<file path="config.mk">
export PLATFORM = sky130hd
export DESIGN_NAME = module_antirrebote
export DESIGN_NICKNAME = d
export VERILOG_FILES = /design/src/rtl/module_antirrebote_pkg.sv /design/src/rtl/module_antirrebote_sync_2ff.sv /design/src/rtl/module_antirrebote.sv
export SDC_FILE = /design/constraint.sdc
export NUM_CORES = 1
export LEC_CHECK = 0
export ABC_CLOCK_PERIOD_IN_PS = 2700
export CAP_MARGIN = 20
export CELL_PAD_IN_SITES_DETAIL_PLACEMENT = 1
export CELL_PAD_IN_SITES_GLOBAL_PLACEMENT = 2
export CORE_AREA = 2 2 72 74
export CTS_BUF_LIST = sky130_fd_sc_hd__clkbuf_4 sky130_fd_sc_hd__clkbuf_8
export DETAILED_ROUTE_END_ITERATION = 10
export DIE_AREA = 0 0 74 76
export PLACE_DENSITY = 0.87
export SYNTH_ARGS = -nofsm -noshare
export SYNTH_HDL_FRONTEND = slang
export SYNTH_SLANG_ARGS = --single-unit
</file>
<file path="constraint.sdc">
create_clock -name clk -period 2.7 [get_ports clk]
set_clock_uncertainty 0.15 [all_clocks]
set_input_delay 0.27 -clock clk [delete_from_list [all_inputs] [get_ports clk]]
set_output_delay 0.27 -clock clk [all_outputs]
set_load 0.1 [all_outputs]
</file>
<file path="src/rtl/module_antirrebote_pkg.sv">
// Shared types and helpers for the push-button conditioning chain.
package pkg_antirrebote;

    typedef enum logic [2:0] {
        IDLE,
        PRESS_WAIT,
        PRESSED,
        HOLD,
        RELEASE_WAIT
    } state_t;

    function automatic int cnt_width(input int a, input int b, input int c);
        int m;
        m = a;
        if (b > m) m = b;
        if (c > m) m = c;
        return $clog2(m);
    endfunction

endpackage

</file>
<file path="src/rtl/module_antirrebote_sync_2ff.sv">
// Two-flop synchronizer for asynchronous pins and switches.
module module_sync_2ff #(
    parameter logic RST_VAL = 1'b0
) (
    input  logic clk,
    input  logic rst,
    input  logic d_i,
    output logic q_o
);

    logic s1_q;

    always_ff @(posedge clk) begin
        if (rst) begin
            s1_q <= RST_VAL;
            q_o  <= RST_VAL;
        end else begin
            s1_q <= d_i;
            q_o  <= s1_q;
        end
    end

endmodule

</file>
<file path="src/rtl/module_antirrebote.sv">
// Push-button debouncer with press, release and auto-repeat pulses.
module module_antirrebote
    import pkg_antirrebote::*;
#(
    parameter int DEBOUNCE   = 270000,
    parameter int HOLD       = 13500000,
    parameter int REPEAT     = 2700000,
    parameter int ACTIVE_LOW = 1,
    parameter int EN_REPEAT  = 1
) (
    input  logic clk,
    input  logic rst,
    input  logic btn_i,
    output logic level_o,
    output logic press_o,
    output logic release_o,
    output logic repeat_o
);

    localparam int CW = cnt_width(DEBOUNCE, HOLD, REPEAT);
    localparam logic [CW-1:0] DEB_T  = CW'(DEBOUNCE - 1);
    localparam logic [CW-1:0] HOLD_T = CW'(HOLD - 1);
    localparam logic [CW-1:0] REP_T  = CW'(REPEAT - 1);
    localparam logic IDLE_PIN = (ACTIVE_LOW != 0);

    logic          sync_s2;
    logic          pressed_raw;
    state_t        state_q, state_d;
    logic [CW-1:0] cnt_q, cnt_d;
    logic          level_d, press_d, release_d, repeat_d;

    module_sync_2ff #(
        .RST_VAL (IDLE_PIN)
    ) u_sync (
        .clk (clk),
        .rst (rst),
        .d_i (btn_i),
        .q_o (sync_s2)
    );

    assign pressed_raw = IDLE_PIN ? ~sync_s2 : sync_s2;

    always_comb begin
        state_d   = state_q;
        cnt_d     = cnt_q + CW'(1);
        press_d   = 1'b0;
        release_d = 1'b0;
        repeat_d  = 1'b0;
        unique case (state_q)
            IDLE: begin
                cnt_d = '0;
                if (pressed_raw) state_d = PRESS_WAIT;
            end
            PRESS_WAIT: begin
                if (!pressed_raw) begin
                    state_d = IDLE;
                end else if (cnt_q == DEB_T) begin
                    state_d = PRESSED;
                    press_d = 1'b1;
                end
            end
            PRESSED: begin
                if (!pressed_raw) begin
                    state_d = RELEASE_WAIT;
                end else if (EN_REPEAT != 0 && cnt_q == HOLD_T) begin
                    state_d  = pkg_antirrebote::HOLD;
                    repeat_d = 1'b1;
                end else if (cnt_q == '1) begin
                    cnt_d = cnt_q;
                end
            end
            pkg_antirrebote::HOLD: begin
                if (!pressed_raw) begin
                    state_d = RELEASE_WAIT;
                end else if (cnt_q == REP_T) begin
                    repeat_d = 1'b1;
                    cnt_d    = '0;
                end
            end
            RELEASE_WAIT: begin
                if (pressed_raw) begin
                    state_d = PRESSED;
                end else if (cnt_q == DEB_T) begin
                    state_d   = IDLE;
                    release_d = 1'b1;
                end
            end
            default: state_d = IDLE;
        endcase
        // Any state change restarts timing, so the counter never wraps
        if (state_d != state_q) cnt_d = '0;
        level_d = (state_d == PRESSED) ||
                  (state_d == pkg_antirrebote::HOLD) ||
                  (state_d == RELEASE_WAIT);
    end

    always_ff @(posedge clk) begin
        if (rst) begin
            state_q   <= IDLE;
            cnt_q     <= '0;
            level_o   <= 1'b0;
            press_o   <= 1'b0;
            release_o <= 1'b0;
            repeat_o  <= 1'b0;
        end else begin
            state_q   <= state_d;
            cnt_q     <= cnt_d;
            level_o   <= level_d;
            press_o   <= press_d;
            release_o <= release_d;
            repeat_o  <= repeat_d;
        end
    end

endmodule

</file>
Yosys cells after proc, flatten, opt, wreduce, memory -nomap -nowiden

Index checks and enable logic that the tools add are counted.

Mux-type cells: 21
Reduce and logical (&&, ||, !) cells: 6
Add/sub/neg operators: 1
Eq/ne operators: 13
Magnitude comparators: 0
Multiply operators: 0
Bitwise operators: 3
Div/mod/pow operators: 0
Shift operators: 0

Operators by type and width:

| kind                    | count |
|---|---|
| $mux W24                | 5 |
| $pmux W24 S3            | 1 |
| $eq A24 B24 Y1 const B  | 2 |
| $add A24 B1 Y24 const B | 1 |
| $eq A24 B19 Y1 const B  | 1 |
| $eq A24 B22 Y1 const B  | 1 |
| $mux W3                 | 8 |
| $pmux W3 S5             | 1 |
| $eq A3 B2 Y1 const B    | 4 |
| $eq A3 B3 Y1 const B    | 2 |
| $reduce_or A3 Y1        | 2 |
| $mux W1                 | 5 |
| $ne A4 B3 Y1 const B    | 1 |
| $eq A3 B1 Y1 const B    | 1 |
| $logic_not A3 Y1        | 1 |
| $ne A3 B3 Y1            | 1 |
| $not A1 Y1              | 3 |
| $logic_or A1 B1 Y1      | 2 |
| $pmux W1 S2             | 1 |
| $reduce_or A2 Y1        | 1 |

Memory bits (read-only): 0
Memories kept: 0
Output and inout port bits: 4
Bits in latches: 0
Bits in registers: 33
Memory bits (writable): 0
Logic and storage cells: 52
Input port bits: 3

Longest topological paths before layout

Word-level depth: 7
Depth in mapped cells: 8
Depth with buffers taken out: 6

Hierarchy

Synthesis repeated with hierarchy kept, for this count alone.

Cells, all modules: 232
Area, all modules: 1,985.7 um2

By module, submodules not included:

| module             | area an instance (um2) | instances | cells an instance | sequential area each (um2) |
|---|---|---|---|---|
| module_antirrebote | 1,933.1                | 1         | 228               | 620.6 |
| module_sync_2ff    | 52.6                   | 1         | 4                 | 40.0 |

Least setup slack after synthesis

OpenSTA, ideal clock, no wires.

Path kind: reg2reg
Start: reg cnt_q[8]
End: reg cnt_q[20]
Buffers on the path: 1
Setup time: 0.129 ns
Setup slack: 0.612 ns
Clock period less this slack: 2.088 ns
Data arrival time: 1.810 ns
Stages on the path, launching flop included: 7
Data required time: 2.421 ns
Path through: dfxtp_1 > or4b_2 > nor3_1 > a21boi_0 > o21ai_2 > buf_4 > a211oi_1

Longest elaborated chain between the ends: 6
Elaborated cells on any way between the ends: 21
Classes of those cells: add/sub (1); eq/ne (6); mux (13); reduce/logical (1)

Ends and longest elaborated chain:

| item                                                                    | line                      | text |
|---|---|---|
| start: declaration                                                      | module_antirrebote.sv:29  | `logic [CW-1:0] cnt_q, cnt_d;` |
| start signal: assignment                                                | module_antirrebote.sv:107 | `cnt_q <= cnt_d;` |
| parallel branches: the longest is 6 deep, another holds $add A24 B1 Y24 | --                        |  |

Parallel ways; which one is timed is not known. The select of a mux whose other input is x is not followed.
A chain may end at the register's enable or synchronous reset.

Worst setup path after layout

Start: reg cnt_q[9]
End: reg cnt_q[9]

The elaborated chain is that of the path after synthesis.

==> results_dict.tcl <==
set metrics [dict create \
    outcome "complete, no violations" \
    start_util_pct 37.60 \
    clk_pin_slew_worst_paths_ns 0.07 \
    cts_buffer_depth 2 \
    setup_viol 0 \
    htree_levels 2 \
    syn_nets 219 \
    setup_slack_ns 0.2393 \
    final_util_pct 41.29 \
    synth_most_common_cell "dfxtp_1" \
    power_leakage_nw 0.6730 \
    synth-seq-area-share_pct 35.77 \
    num_rows 26 \
    crit_path_end_kind "register" \
    coreArea_mm2 0.004912 \
    cts_setup_buffers 0 \
    synth_cells 215 \
    synth_edf_count 0 \
    yosys.area.top_type "dfxtp_1" \
    ys.flop_type "dfxtp_1" \
    worst_skew_pair.late_latency_ns 0.29 \
    worst_pin_slew_ns 0.5528 \
    worstPathRequired_ns 2.72 \
    min_path_type "register to register" \
    die_area_mm2 0.005624 \
    wl_um 4642 \
    final_nets 225 \
    route.detailed.drc 0 \
    gp_congestion 0.8400 \
    ys_types 54 \
    peakVddDrop_v 0.0002204 \
    use_met3_pct 4.101 \
    synth_common_cells "33 x dfxtp_1, 24 x nor2_1, 13 x nand2_1" \
    io_buffers 6 \
    hold_viol_final 0 \
    maxSlewHeadroom_pct 62.20 \
    antenna_left 0 \
    cts_hold_buf 0 \
    grt_pass1_vias 1645 \
    rsz0062_at_grt "false" \
    grt.total_usage_pct 18.77 \
    synth_top_area_share_pct 35.77 \
    crit_type "register to register" \
    dieWidth_um 74 \
    drt-initial-drc-count 64 \
    power.density_mw_per_mm2 442.8 \
    top_usage_layer "met2" \
    drive_gt1_share_pct 14.93 \
    grt_antenna_before_repair 0 \
    cts_tree "done" \
    post_drt_wl_per_cell_um 15.95 \
    dp_hpwl_um 3310 \
    fmax_mhz 406.4 \
    maxCapViolations 0 \
    via_count 1648 \
    min_period_ns 2.461 \
    ys_ff_latch 33 \
    drt-pass1-iter-count 5 \
    clock-sinks 33 \
    grt_pass1_wl_um 8245 \
    cts_root_buf "clkbuf_8" \
    grtUsageMet2_pct 29.11 \
    ys.warnings.count 0 \
    grt_util_met1_pct 25.64 \
    cp-start-kind "register" \
    async_flop_share_pct 0 \
    crit_fanout 20 \
    tns_ns 0 \
    finalMaxSlewViolations 0 \
    io_pins 7 \
    n_antenna_cell 0 \
    fin_crit_sh_pct 91.14 \
    die_h_um 76 \
    grt_max_degree 21 \
    pre_cts_ws_ns 0.2860 \
    via_per_inst 5.663 \
    synth_area_mm2 0.001847 \
    crit_arrival_ns 2.48 \
    gr-total-overflow 0 \
    cts_resized 0 \
    synthTopCellsByArea "dfxtp_1 36%, nor2_1 4.9%, xor2_1 3.8%" \
    cts_buffers 5 \
    synth.avg_cell_area_um2 8.590 \
    syn_to_final_growth_pct 9.824 \
]
==> critical path: stages, from the launching register on <==
cell	delay, ns
dfxtp_1	0.41
or4b_2	0.68
nor3_1	0.35
a21boi_0	0.23
o21ai_2	0.18
buf_4	0.26
nor3_1	0.09
==> registers in the layout, indices dropped and copies added, names as in the netlist <==
| name | count |
|---|---|
| release_o | 1 |
| u_sync.s1_q | 1 |
| level_o | 1 |
| u_sync.q_o | 1 |
| cnt_q | 24 |
| state_q | 3 |
| press_o | 1 |
| repeat_o | 1 |
==> cell usage in the layout, fill, tap and decap left out, types with 3 or more instances in the layout <==
master	instances
o31ai_1	4
xnor2_1	4
or4_1	3
a211oi_1	5
nor3_1	10
clkbuf_8	6
nand4_1	6
nor2_1	24
nor4_1	4
dfxtp_1	33
inv_1	3
nand3b_1	4
and4b_1	3
or2_2	3
nand2_1	13
o21ai_0	4
nand3_1	11
xor2_1	8
nand4b_1	3
and3_1	4
buf_4	9
a21oi_1	12
o211ai_1	4
and4_1	4
==> routing by layer <==
metal / share of wire [%] / up-vias
li1: - / 819
met1: 47 / 796
met2: 48 / 26
met3: 3.0 / 7
met4: 1.8 / 0
met5: 0 / -
==> power by group <==
| part | internal [mW] | total (mW) | switching (mW) |
|---|---|---|---|
| Sequential | 0.489 | 0.492 | 0.00334 |
| Clock | 0.212 | 0.389 | 0.177 |
| Combinational | 0.00737 | 0.0174 | 0.00999 |
| Total | 0.708 | 0.898 | 0.190 |
==> layout make-up <==
class | instances | area (um2)
Inverter | 3 | 11.26
Fill cell | 603 | 2884
Timing Repair Buffer | 11 | 87.58
Tap cell | 70 | 87.58
Clock buffer | 7 | 90.09
Multi-Input combinational cell | 167 | 1091
Sequential cell | 33 | 660.6
==> cell families after synthesis <==
logic type	share of synthesized area (%)
AND/OR/NAND/NOR	38.62
AO/OA/AOI/OAI	14.09
buffers and inverters	5.148
XOR/XNOR	5.691
flip-flops	35.77
adder cells (fa/ha/maj)	0.6774
==> worst paths after layout <==
check	startpoint	endpoint	slack [ns]	depth (start not counted)
max	cnt_q[9]	cnt_q[9]	0.24	6
min	u_sync.s1_q	u_sync.q_o	0.27	1
max reg2reg	cnt_q[9]	cnt_q[9]	0.24	6
min reg2reg	u_sync.s1_q	u_sync.q_o	0.27	1
==> per-stage QoR <==
stage | std cells | instance area (um2) | hold WS [ns] | power, mW
floorplan | 215 | 1847 | 0.2238 | 0.5150
CTS | 291 | 2028 | 0.2735 | 0.9088
detailed placement | 284 | 1938 | 0.2573 | 0.5203
global route | 291 | 2028 | 0.3058 | 0.9262
finish | 291 | 2028 | 0.2744 | 0.8981
global placement | 284 | 1938 | 0.2412 | 0.5196
No activity file was read; power rests on OpenSTA's default activity.
